===== src/rtl/instruction_control_pkg.sv =====
// instruction_control_pkg: opcodes, FSM state codes and accumulator source selects
// shared by the instruction sequencer and its decoder.
package instruction_control_pkg;

    localparam logic [4:0] OP_HLT  = 5'd0;
    localparam logic [4:0] OP_STO  = 5'd1;
    localparam logic [4:0] OP_LD   = 5'd2;
    localparam logic [4:0] OP_LDI  = 5'd3;
    localparam logic [4:0] OP_ADD  = 5'd4;
    localparam logic [4:0] OP_ADDI = 5'd5;
    localparam logic [4:0] OP_SUB  = 5'd6;
    localparam logic [4:0] OP_SUBI = 5'd7;

    localparam logic [2:0] ST_IDLE   = 3'd0;
    localparam logic [2:0] ST_FETCH  = 3'd1;
    localparam logic [2:0] ST_DECODE = 3'd2;
    localparam logic [2:0] ST_EXEC   = 3'd3;
    localparam logic [2:0] ST_HALT   = 3'd4;

    localparam logic [1:0] SEL_MEM = 2'b00;
    localparam logic [1:0] SEL_IMM = 2'b01;
    localparam logic [1:0] SEL_ALU = 2'b10;

    function automatic logic uses_alu(input logic [4:0] op);
        return op >= OP_ADD && op <= OP_SUBI;
    endfunction

endpackage


===== src/rtl/instruction_decoder.sv =====
// instruction_decoder: maps an opcode to memory strobes and accumulator-path controls,
// gated by the FSM phase in which each control is meaningful.
module instruction_decoder
    import instruction_control_pkg::*;
(
    input  logic [4:0] op_i,
    input  logic       decode_i,
    input  logic       exec_i,
    output logic       data_rd_o,
    output logic       data_wr_o,
    output logic [1:0] sel_a_o,
    output logic       sel_b_o,
    output logic       alu_sub_o,
    output logic       acc_wr_o
);

    always_comb begin
        data_rd_o = decode_i && (op_i == OP_LD || op_i == OP_ADD || op_i == OP_SUB);
        data_wr_o = decode_i && op_i == OP_STO;
        // Opcodes at or above 01000 fall outside LD..SUBI and so behave as NOPs.
        acc_wr_o  = exec_i && op_i >= OP_LD && op_i <= OP_SUBI;
        sel_a_o   = !exec_i ? SEL_MEM : op_i == OP_LDI ? SEL_IMM : uses_alu(op_i) ? SEL_ALU : SEL_MEM;
        sel_b_o   = exec_i && (op_i == OP_ADDI || op_i == OP_SUBI);
        alu_sub_o = exec_i && (op_i == OP_SUB || op_i == OP_SUBI);
    end

endmodule


===== src/rtl/instruction_control.sv =====
// instruction_control: fetch/decode/execute sequencer for the accumulator CPU; owns the
// PC, instruction register and active-cycle counter, drives program and data memory.
module instruction_control
    import instruction_control_pkg::*;
#(
    parameter int ADDR_LENGTH = 11,
    parameter int DATA_LENGTH = 16
) (
    input  logic                   clk,
    input  logic                   reset,
    input  logic                   start,
    input  logic [DATA_LENGTH-1:0] instruction,
    output logic [ADDR_LENGTH-1:0] pc,
    output logic                   prog_wr,
    output logic [ADDR_LENGTH-1:0] data_addr,
    output logic                   data_rd,
    output logic                   data_wr,
    output logic [DATA_LENGTH-1:0] imm,
    output logic [1:0]             sel_a,
    output logic                   sel_b,
    output logic                   alu_sub,
    output logic                   acc_wr,
    output logic                   halted,
    output logic [15:0]            cycle_count
);

    logic [2:0]             state_q, state_d;
    logic [ADDR_LENGTH-1:0] pc_q, pc_d;
    logic [DATA_LENGTH-1:0] ir_q, ir_d;
    logic [15:0]            cnt_q, cnt_d;
    logic [DATA_LENGTH-1:0] cur;
    logic                   in_decode, in_exec, active;

    // Fields come straight from memory during DECODE so the strobes land in that cycle.
    assign in_decode = state_q == ST_DECODE;
    assign in_exec   = state_q == ST_EXEC;
    assign active    = state_q == ST_FETCH || in_decode || in_exec;
    assign cur       = in_decode ? instruction : ir_q;

    always_comb begin
        state_d = state_q == ST_IDLE   ? (start ? ST_FETCH : ST_IDLE) :
                  state_q == ST_FETCH  ? ST_DECODE :
                  in_decode            ? (instruction[DATA_LENGTH-1 -: 5] == OP_HLT ? ST_HALT : ST_EXEC) :
                  in_exec              ? ST_FETCH : ST_HALT;
        pc_d    = in_exec ? pc_q + 1'b1 : pc_q;
        ir_d    = in_decode ? instruction : ir_q;
        cnt_d   = active && cnt_q != 16'hFFFF ? cnt_q + 16'd1 : cnt_q;
    end

    always_ff @(posedge clk or posedge reset) begin
        if (reset) begin
            state_q <= ST_IDLE;
            pc_q    <= '0;
            ir_q    <= '0;
            cnt_q   <= '0;
        end else begin
            state_q <= state_d;
            pc_q    <= pc_d;
            ir_q    <= ir_d;
            cnt_q   <= cnt_d;
        end
    end

    instruction_decoder u_dec (
        .op_i      (cur[DATA_LENGTH-1 -: 5]),
        .decode_i  (in_decode),
        .exec_i    (in_exec),
        .data_rd_o (data_rd),
        .data_wr_o (data_wr),
        .sel_a_o   (sel_a),
        .sel_b_o   (sel_b),
        .alu_sub_o (alu_sub),
        .acc_wr_o  (acc_wr)
    );

    assign pc          = pc_q;
    assign prog_wr     = 1'b0;
    assign data_addr   = cur[ADDR_LENGTH-1:0];
    assign imm         = {{(DATA_LENGTH-11){cur[10]}}, cur[10:0]};
    assign halted      = state_q == ST_HALT;
    assign cycle_count = cnt_q;

endmodule

===== config.mk =====
export PLATFORM = sky130hd
export DESIGN_NAME = instruction_control
export DESIGN_NICKNAME = d
export VERILOG_FILES = /design/src/rtl/instruction_control_pkg.sv /design/src/rtl/instruction_decoder.sv /design/src/rtl/instruction_control.sv
export SDC_FILE = /design/constraint.sdc
export NUM_CORES = 1
export LEC_CHECK = 0
export BUFFER_PORTS_ARGS = -buffer_cell sky130_fd_sc_hd__buf_4
export CAP_MARGIN = 10
export CORE_ASPECT_RATIO = 1.1
export CORE_MARGIN = 5
export CORE_UTILIZATION = 54
export DETAILED_ROUTE_END_ITERATION = 10
export PLACE_DENSITY_LB_ADDON = 0.1
export SYNTH_ARGS = -nofsm -noshare
export SYNTH_HDL_FRONTEND = slang
export SYNTH_SLANG_ARGS = --single-unit

===== constraint.sdc =====
create_clock -name clk -period 3.2 [get_ports clk]
set_clock_uncertainty 0.15 [all_clocks]
set_input_delay 0.32 -clock clk [delete_from_list [all_inputs] [get_ports clk]]
set_output_delay 0.32 -clock clk [all_outputs]
set_load 0.01 [all_outputs]

# == Yosys cells after proc, flatten, opt, wreduce, memory -nomap -nowiden ==
# Index checks and enable logic that the tools add are counted.
# word_totals
mem_bits_ro,0
memories,0
mem_bits_rw,0
input_bits,19
latch_bits,0
regBits,46
# op_classes
addsub,2
order_cmp,3
multipliers,0
shift,0
bitwise,0
n_mux,10
div_mod_pow,0
n_eq_ne,12
n_reduce_logical,16
# op_table
op,count
equality test 5 x 3 -> 1 bit (second input constant),4
adder 16 x 1 -> 16 bit (second input constant),1
2-to-1 mux 16 bit,1
inequality test 16 bit (second input constant),1
2-to-1 mux 3 bit,5
adder 11 x 1 -> 11 bit (second input constant),1
equality test 5 x 2 -> 1 bit (second input constant),2
logical AND 1 bit,8
equality test 3 x 2 -> 1 bit (second input constant),2
logical OR 1 bit,6
2-to-1 mux 2 bit,3
equality test 5 x 1 -> 1 bit (second input constant),1
>= comparator 5 x 2 -> 1 bit (second input constant),1
>= comparator 5 x 3 -> 1 bit (second input constant),1
<= comparator 5 x 3 -> 1 bit (second input constant),1
logical NOT 5 bit,1
equality test 3 x 1 -> 1 bit (second input constant),1
equality test 3 bit (second input constant),1
logical NOT 3 bit,1
2-to-1 mux 1 bit,1

# == Logic depth before layout (Yosys ltp) ==
# Gate-level depths: netlist of the first run.
# depth
ltp_word,7
mapped_depth,6
depth_no_buf,5

# == Hierarchy ==
# A second synthesis of the first run with hierarchy kept.
# unflattened
cells_unflattened,200
hier_area_um2,2322.2
# by_module_without_submodules
mod,area_each_um2,seq_area_each_um2,instances,cells_per_inst
instruction_control,2247.2,1151.1,1,190
instruction_decoder,75.1,0.0,1,10

# == Worst setup path before layout of the first run ==
# No wires, ideal clock.
# synth_timing
path_kind,reg-to-output
from,reg state_q[2]
to,out sel_a[0]
arrival_time_ns,1.728
path_slack_ns,1.002
path_stages_with_launch,6
path_cell_list,dfrtp_1 > buf_4 > nor3b_4 > mux2i_1 > inv_1 > nor4_1
# synth_between
elab_chain_cells,5
# synth_rtl
item,line_no,source
start: declaration,instruction_control.sv:27,"logic [2:0] state_q, state_d;"
start signal: assignment,instruction_control.sv:57,state_q <= state_d;
equality test 3 x 2 -> 1 bit,instruction_control.sv:35,assign in_decode = state_q == ST_DECODE;
2-to-1 mux 16 bit,n/a,
via cur[13],instruction_control.sv:31,logic [DATA_LENGTH-1:0] cur;
equality test 5 x 2 -> 1 bit,instruction_decoder.sv:22,sel_a_o = !exec_i ? SEL_MEM : op_i == OP_LDI ? SEL_IMM : uses_alu(op_i) ? SEL_ALU : SEL_MEM;
2-to-1 mux 2 bit (2 in a row),instruction_decoder.sv:22,
end: declaration,instruction_control.sv:19,"output logic [1:0] sel_a,"
# The timed path passes the listed nets, and every way through them passes these cells.

# == Worst setup path in the final report of the first run ==
# Ends and elaborated chain as after synthesis.

==> impl_metrics.toml, run 1 <==
[placed_design]
gp_congestion = 0.831
dp_slack_ns = 1.01
place_hpwl_mm = 3.55
place_area_um2 = 2810
place.port_buffers = 80

[clock_tree]
htree_num_levels = 2
number_of_buffers_added_by_the_clock_tree_synthesis_step = 5
cts_max_path_buffers = 2
holdBufCountCts = 0
cts_sinks = 46
post_cts.repair.setup_buffers = 0
tritoncts = "yes"
cts_root_buffer = "sky130_fd_sc_hd__clkbuf_8"
clkLatencyLatePin_ns = 0.30
post_cts_resized = 0
clk_pin_slew_ns = 0.08

[routing]
drt-total-wl_mm = 4.64
antenna_violating_nets_post_route = 0
dr.first_iter.drc_count = 102
via_per_inst = 5.38
detailroute.wirelength.met2_mm = 2.42
highest-signal-layer = "met4"
wl_met1_mm = 1.83
met3_wl_post_dr_um = 327
wl_per_cell_um = 14.2
firstDrtPassIters = 4
detailroute.via_count = 1760
drc = 0

[worst_setup_path]
worst_path_largest_cell_delay_ns = 0.49
setup.worst_path.class = "reg -> out"
critical_path.cell_chain = "nor3b_4, mux2i_1, inv_1, nor4_1, buf_4"
critPathMaxFanout = 9
crit_arrival_ns = 2.03
worst_ep_required_time_ns = 2.73
critical_path.endpoint_type = "output port"
crit_path_top_delay_cell = "sky130_fd_sc_hd__dfrtp_1"
worst_setup_path_start_kind = "flip-flop"

[pwr]
power.leakage_nw = 1.40
power-per-cell-area_nw_per_um2 = 876
ir_drop_uv = 539

[timing]
timing_hold_violations_final = 0
worst_hold_slack_ns = 0.0826
setup_tns_ns = 0
relSlewSlack_pct = 37.5
worst_slack_ns = 0.700
layout_worst_path_cycle_share_pct = 78.1
finalMaxSlewViolations = 0
finalCriticalPeriod_ns = 2.50
setup_violations = 0
rsz0062_at_grt = "no"
achievable-frequency_mhz = 400
least_margin_pin_slew_ns = 0.937

[grt]
grt_first_pass_wirelength_mm = 8.08
grt_total_ovfl = 0
grt_pass1_vias = 1773
grt_antenna_before_repair = 0
pin_count_of_the_biggest_net_entering_global_routing = 47
globalRouteTotalUtil_pct = 17.4

[final_layout]
post-route-util_pct = 68.1
fin_nets = 293
most_common_library_cell_in_the_layout_ignoring_fill_and_taps = "sky130_fd_sc_hd__buf_4"
layout_common_cells = "sky130_fd_sc_hd__buf_4 (81), sky130_fd_sc_hd__dfrtp_1 (46), sky130_fd_sc_hd__mux2_2 (16)"
final_layout_size_suffix_gt1_share_pct = 43.2
layout.cell_area.non_filler_um2 = 2920
antenna_cells = 0
syn_to_final_growth_pct = 22.6
fillers = 359

[synthesis]
synth_seq_cells = 46
synth.net_count = 238
synth.avg_cell_area_um2 = 11.0
synthesis.instances = 217
yosysSeqAreaShare_pct = 48.4
ys_types = 43
synth_area_um2 = 2380
synth.yosys.warnings = 0

[worst_hold_path]
timing.hold.worst.class = "in -> async"

[floorplan]
coreArea_um2 = 4290
chipWidth_um = 73.3
count_of_boundary_i_o_pins = 82
rows = 25
fp.dieArea_um2 = 5840
initial_core_util_pct = 55.5
die_y_um = 79.6

[run_status]
status = "completed"

[run]
cap_violations = 0
[final timing paths]
| path | from | end | slack (ns) | depth (start not counted) |
|---|---|---|---|---|
| min | reset | ir_q[8] | 0.08 | 2 |
| min in group clk | start | state_q[0] | 0.11 | 3 |
| max in group asynchronous | reset | ir_q[11] | 2.23 | 2 |
| max reg2reg | cycle_count[1] | cycle_count[1] | 0.99 | 5 |
| min reg2reg | pc[10] | pc[10] | 0.32 | 1 |
| max | state_q[2] | sel_a[0] | 0.70 | 5 |
[synth_stat cells, drive strengths merged]
cell type	n	area, um2
nor3b	1	18.8
a2111oi	1	15.0
o211ai	2	15.0
and4	4	37.5
nand3b	1	7.51
o21ai	5	36.3
or2	2	12.5
nand2	14	52.6
nor2	12	45.0
mux2i	3	30.0
and2	2	12.5
or3	1	6.26
dfrtp	46	1150
inv	9	33.8
a21oi	8	40.0
xor2	6	52.6
nor4	3	25.0
or4	1	11.3
a41oi	2	17.5
nor3	3	15.0
mux2	17	195
nand4	9	62.6
nand3	7	35.0
a41o	1	10.0
xnor2	10	87.6
o31a	1	8.76
nand2b	3	18.8
o21a	1	7.51
and3	1	6.26
conb	1	3.75
ha	2	25.0
buf	33	246
nor2b	1	6.26
and3b	1	8.76
o21ba	1	10.0
a31oi	2	12.5
[metrics by stage]
step | std cells | total power [mW]
after floorplan | 217 | 1.89
after global placement | 319 | 2.14
after detailed placement | 319 | 2.17
after CTS | 327 | 2.59
after global routing | 327 | 2.75
final | 327 | 2.55
[state kept, by name (all words and copies together) (netlist names)]
signal,count
state_q,3
cycle_count,16
ir_q,16
pc,11
[cell type report]
type / count / area [um2] / area share [%]
Multi-Input combinational cell: 129 / 948 / 32.5
Timing Repair Buffer: 81 / 608 / 20.8
Clock inverter: 3 / 40.0 / 1.37
Clock buffer: 5 / 68.8 / 2.36
Tap cell: 54 / 67.6 / 2.32
Inverter: 9 / 33.8 / 1.16
Sequential cell: 46 / 1150 / 39.5
[layer usage]
layer,vias to the layer above,global-route usage [%]
met5,-,0
met2,56,28.3
met4,0,5.62
met1,864,22.6
met3,7,4.53
li1,833,-
[critical path: cells and delay by family (launching register included)]
| family | cells | cell delay [ns] |
|---|---|---|
| multiplexers | 1 | 0.34 |
| buffers and inverters | 2 | 0.29 |
| AND/OR/NAND/NOR | 2 | 0.60 |
| flip-flops | 1 | 0.49 |
[where the power goes]
| group | switching [mW] | total, mW | internal [mW] |
|---|---|---|---|
| Sequential | 0.177 | 0.955 | 0.779 |
| Clock | 0.192 | 0.422 | 0.230 |
| Combinational | 0.539 | 1.18 | 0.639 |
[cells by family after synthesis]
family                   synth area share (%)
AO/OA/AOI/OAI                            7.26
AND/OR/NAND/NOR                          16.0
XOR/XNOR                                 5.89
multiplexers                             9.46
other                                   0.158
adder cells (fa/ha/maj)                  1.05
buffers and inverters                    11.8
flip-flops                               48.4
Power figures use the tool's default switching activity.
==> run 2, diff against run 1 <==
- CORE_UTILIZATION: 54 -> 50
- clock period: 3.2 -> 2.6 ns (I/O delays scaled with it)
==> impl_metrics.toml, run 2 (same netlist as run 1, synthesis figures left out) <==
[run_status]
status = "completed"

[timing]
timing_hold_violations_final = 0
rsz0062_at_grt = "no"
setup_tns_ns = 0
worst_hold_slack_ns = 0.0556
relSlewSlack_pct = 59.2
finalMaxSlewViolations = 0
layout_worst_path_cycle_share_pct = 92.9
least_margin_pin_slew_ns = 0.608
worst_slack_ns = 0.184
achievable-frequency_mhz = 414
finalCriticalPeriod_ns = 2.42
setup_violations = 0

[final_layout]
multi_input_comb_area_um2 = 948
fin_nets = 296
layout.area.seq_um2 = 1150
layout_common_cells = "sky130_fd_sc_hd__buf_4 (82), sky130_fd_sc_hd__dfrtp_1 (45), sky130_fd_sc_hd__mux2_2 (16)"
antenna_cells = 0
most_common_library_cell_in_the_layout_ignoring_fill_and_taps = "sky130_fd_sc_hd__buf_4"
fillers = 390
syn_to_final_growth_pct = 23.4
final_layout_size_suffix_gt1_share_pct = 43.8

[clock_tree]
cts_max_path_buffers = 2
tritoncts = "yes"
cts_root_buffer = "sky130_fd_sc_hd__clkbuf_8"
clk_pin_slew_ns = 0.09
htree_num_levels = 2
clkLatencyLatePin_ns = 0.30
cts_sinks = 46
post_cts.repair.setup_buffers = 0
number_of_buffers_added_by_the_clock_tree_synthesis_step = 5

[worst_setup_path]
worst_setup_path_start_kind = "flip-flop"
crit_arrival_ns = 2.01
critical_path_buf_inv_count = 2
worst_path_largest_cell_delay_ns = 0.50
worst_ep_required_time_ns = 2.19
worst_path_dominant_cell_family = "simple AND/OR/NAND/NOR gates"
critical_path.endpoint_type = "output port"
critical_path.cell_chain = "nor3b_4, mux2i_1, inv_1, nor4_1, buf_4"
crit_path_top_delay_cell = "sky130_fd_sc_hd__dfrtp_1"
setup.worst_path.class = "reg -> out"
critPathMaxFanout = 9

[floorplan]
rows = 26
count_of_boundary_i_o_pins = 82
die_y_um = 82.4
chipWidth_um = 75.8
fp.dieArea_um2 = 6240
coreArea_um2 = 4620
initial_core_util_pct = 51.5

[routing]
firstDrtPassIters = 4
antenna_violating_nets_post_route = 0
dr.first_iter.drc_count = 68
drc = 0
via_per_inst = 5.23
drt-total-wl_mm = 4.78
detailroute.via_count = 1735
wl_per_cell_um = 14.4

[placed_design]
gp_congestion = 0.839
place.port_buffers = 80
place_hpwl_mm = 3.66
dp_slack_ns = 0.448

[pwr]
share_clk_of_total_power_pct = 14.6
p_comb_share_pct = 47.5
p_sw_share_pct = 36.6
seq_power_share_pct = 37.9
ir_drop_uv = 629
power.leakage_nw = 1.40
power-per-cell-area_nw_per_um2 = 1060
internal-power_mw = 1.97
switchingPower_mw = 1.13

[grt]
grt_pass1_vias = 1716
globalRouteTotalUtil_pct = 15.9
grt_antenna_before_repair = 0
grt_first_pass_wirelength_mm = 7.73
grt_total_ovfl = 0
pin_count_of_the_biggest_net_entering_global_routing = 25

[run]
cap_violations = 0

[worst_hold_path]
timing.hold.worst.class = "in -> reg"
## run 2: layer usage
metal / vias to the layer above / global-route usage [%] / share of wire (%)
li1: 843 / - / -
met1: 835 / 20.6 / 42
met2: 51 / 26.0 / 50
met3: 6 / 3.51 / 7.0
met4: 0 / 5.59 / 1.1
met5: - / 0 / 0
## run 2: metrics by stage
step	std cells	utilization [%]	total power, mW	area, um2
3_3_place_gp	323	61.2	2.64	2830
2_1_floorplan	217	-	2.33	2380
4_1_cts	332	63.5	3.13	2930
6_report	332	63.6	3.10	2940
3_5_place_dp	323	61.2	2.67	2830
5_1_grt	332	63.6	3.33	2940
## run 2: worst paths after layout
kind | startpoint | end | slack [ns] | depth (start not counted)
min in group asynchronous | reset | ir_q[5] | 0.40 | 3
min | instruction[14] | ir_q[14] | 0.06 | 2
max | state_q[2] | sel_a[0] | 0.18 | 5
max reg2reg | cycle_count[0] | cycle_count[1] | 0.43 | 5
max in group asynchronous | reset | state_q[1] | 1.20 | 4
min reg2reg | pc[10] | pc[10] | 0.33 | 1
## run 2: power groups by stage
stage | registers (mW) | logic [mW] | clock network (mW)
after CTS | 1.17 | 1.49 | 0.471
after floorplan | 1.15 | 1.18 | 0
after detailed placement | 1.19 | 1.49 | 0
after global placement | 1.17 | 1.46 | 0
after global routing | 1.22 | 1.62 | 0.497
final | 1.17 | 1.47 | 0.453
## run 2: repair_timing
| action | CTS | global route |
|---|---|---|
| hold buffers | 1 | 0 |
| endpoints found under the hold margin | 22 | 0 |
| endpoints found under the setup margin | 0 | 1 |
| gates resized for setup | 0 | 2 |
## run 2: worst reg2reg max path, delay by kind of cell, from the launching register on
family                     cells  cell delay (ns)
and+or+nand+nor                2             0.78
DFF                            1             0.43
adders and majority gates      1             0.22
AOI/OAI and AO/OA              1             0.17
muxes                          1             0.31
## run 2: layout make-up
cell class              count  area share [%]
multi-input cells         129            32.3
inverters                   9            1.15
well taps                  56            2.39
clock inverters             2           0.426
flip-flops and latches     46            39.2
clock buffers               6            2.81
repair buffers             84            21.7
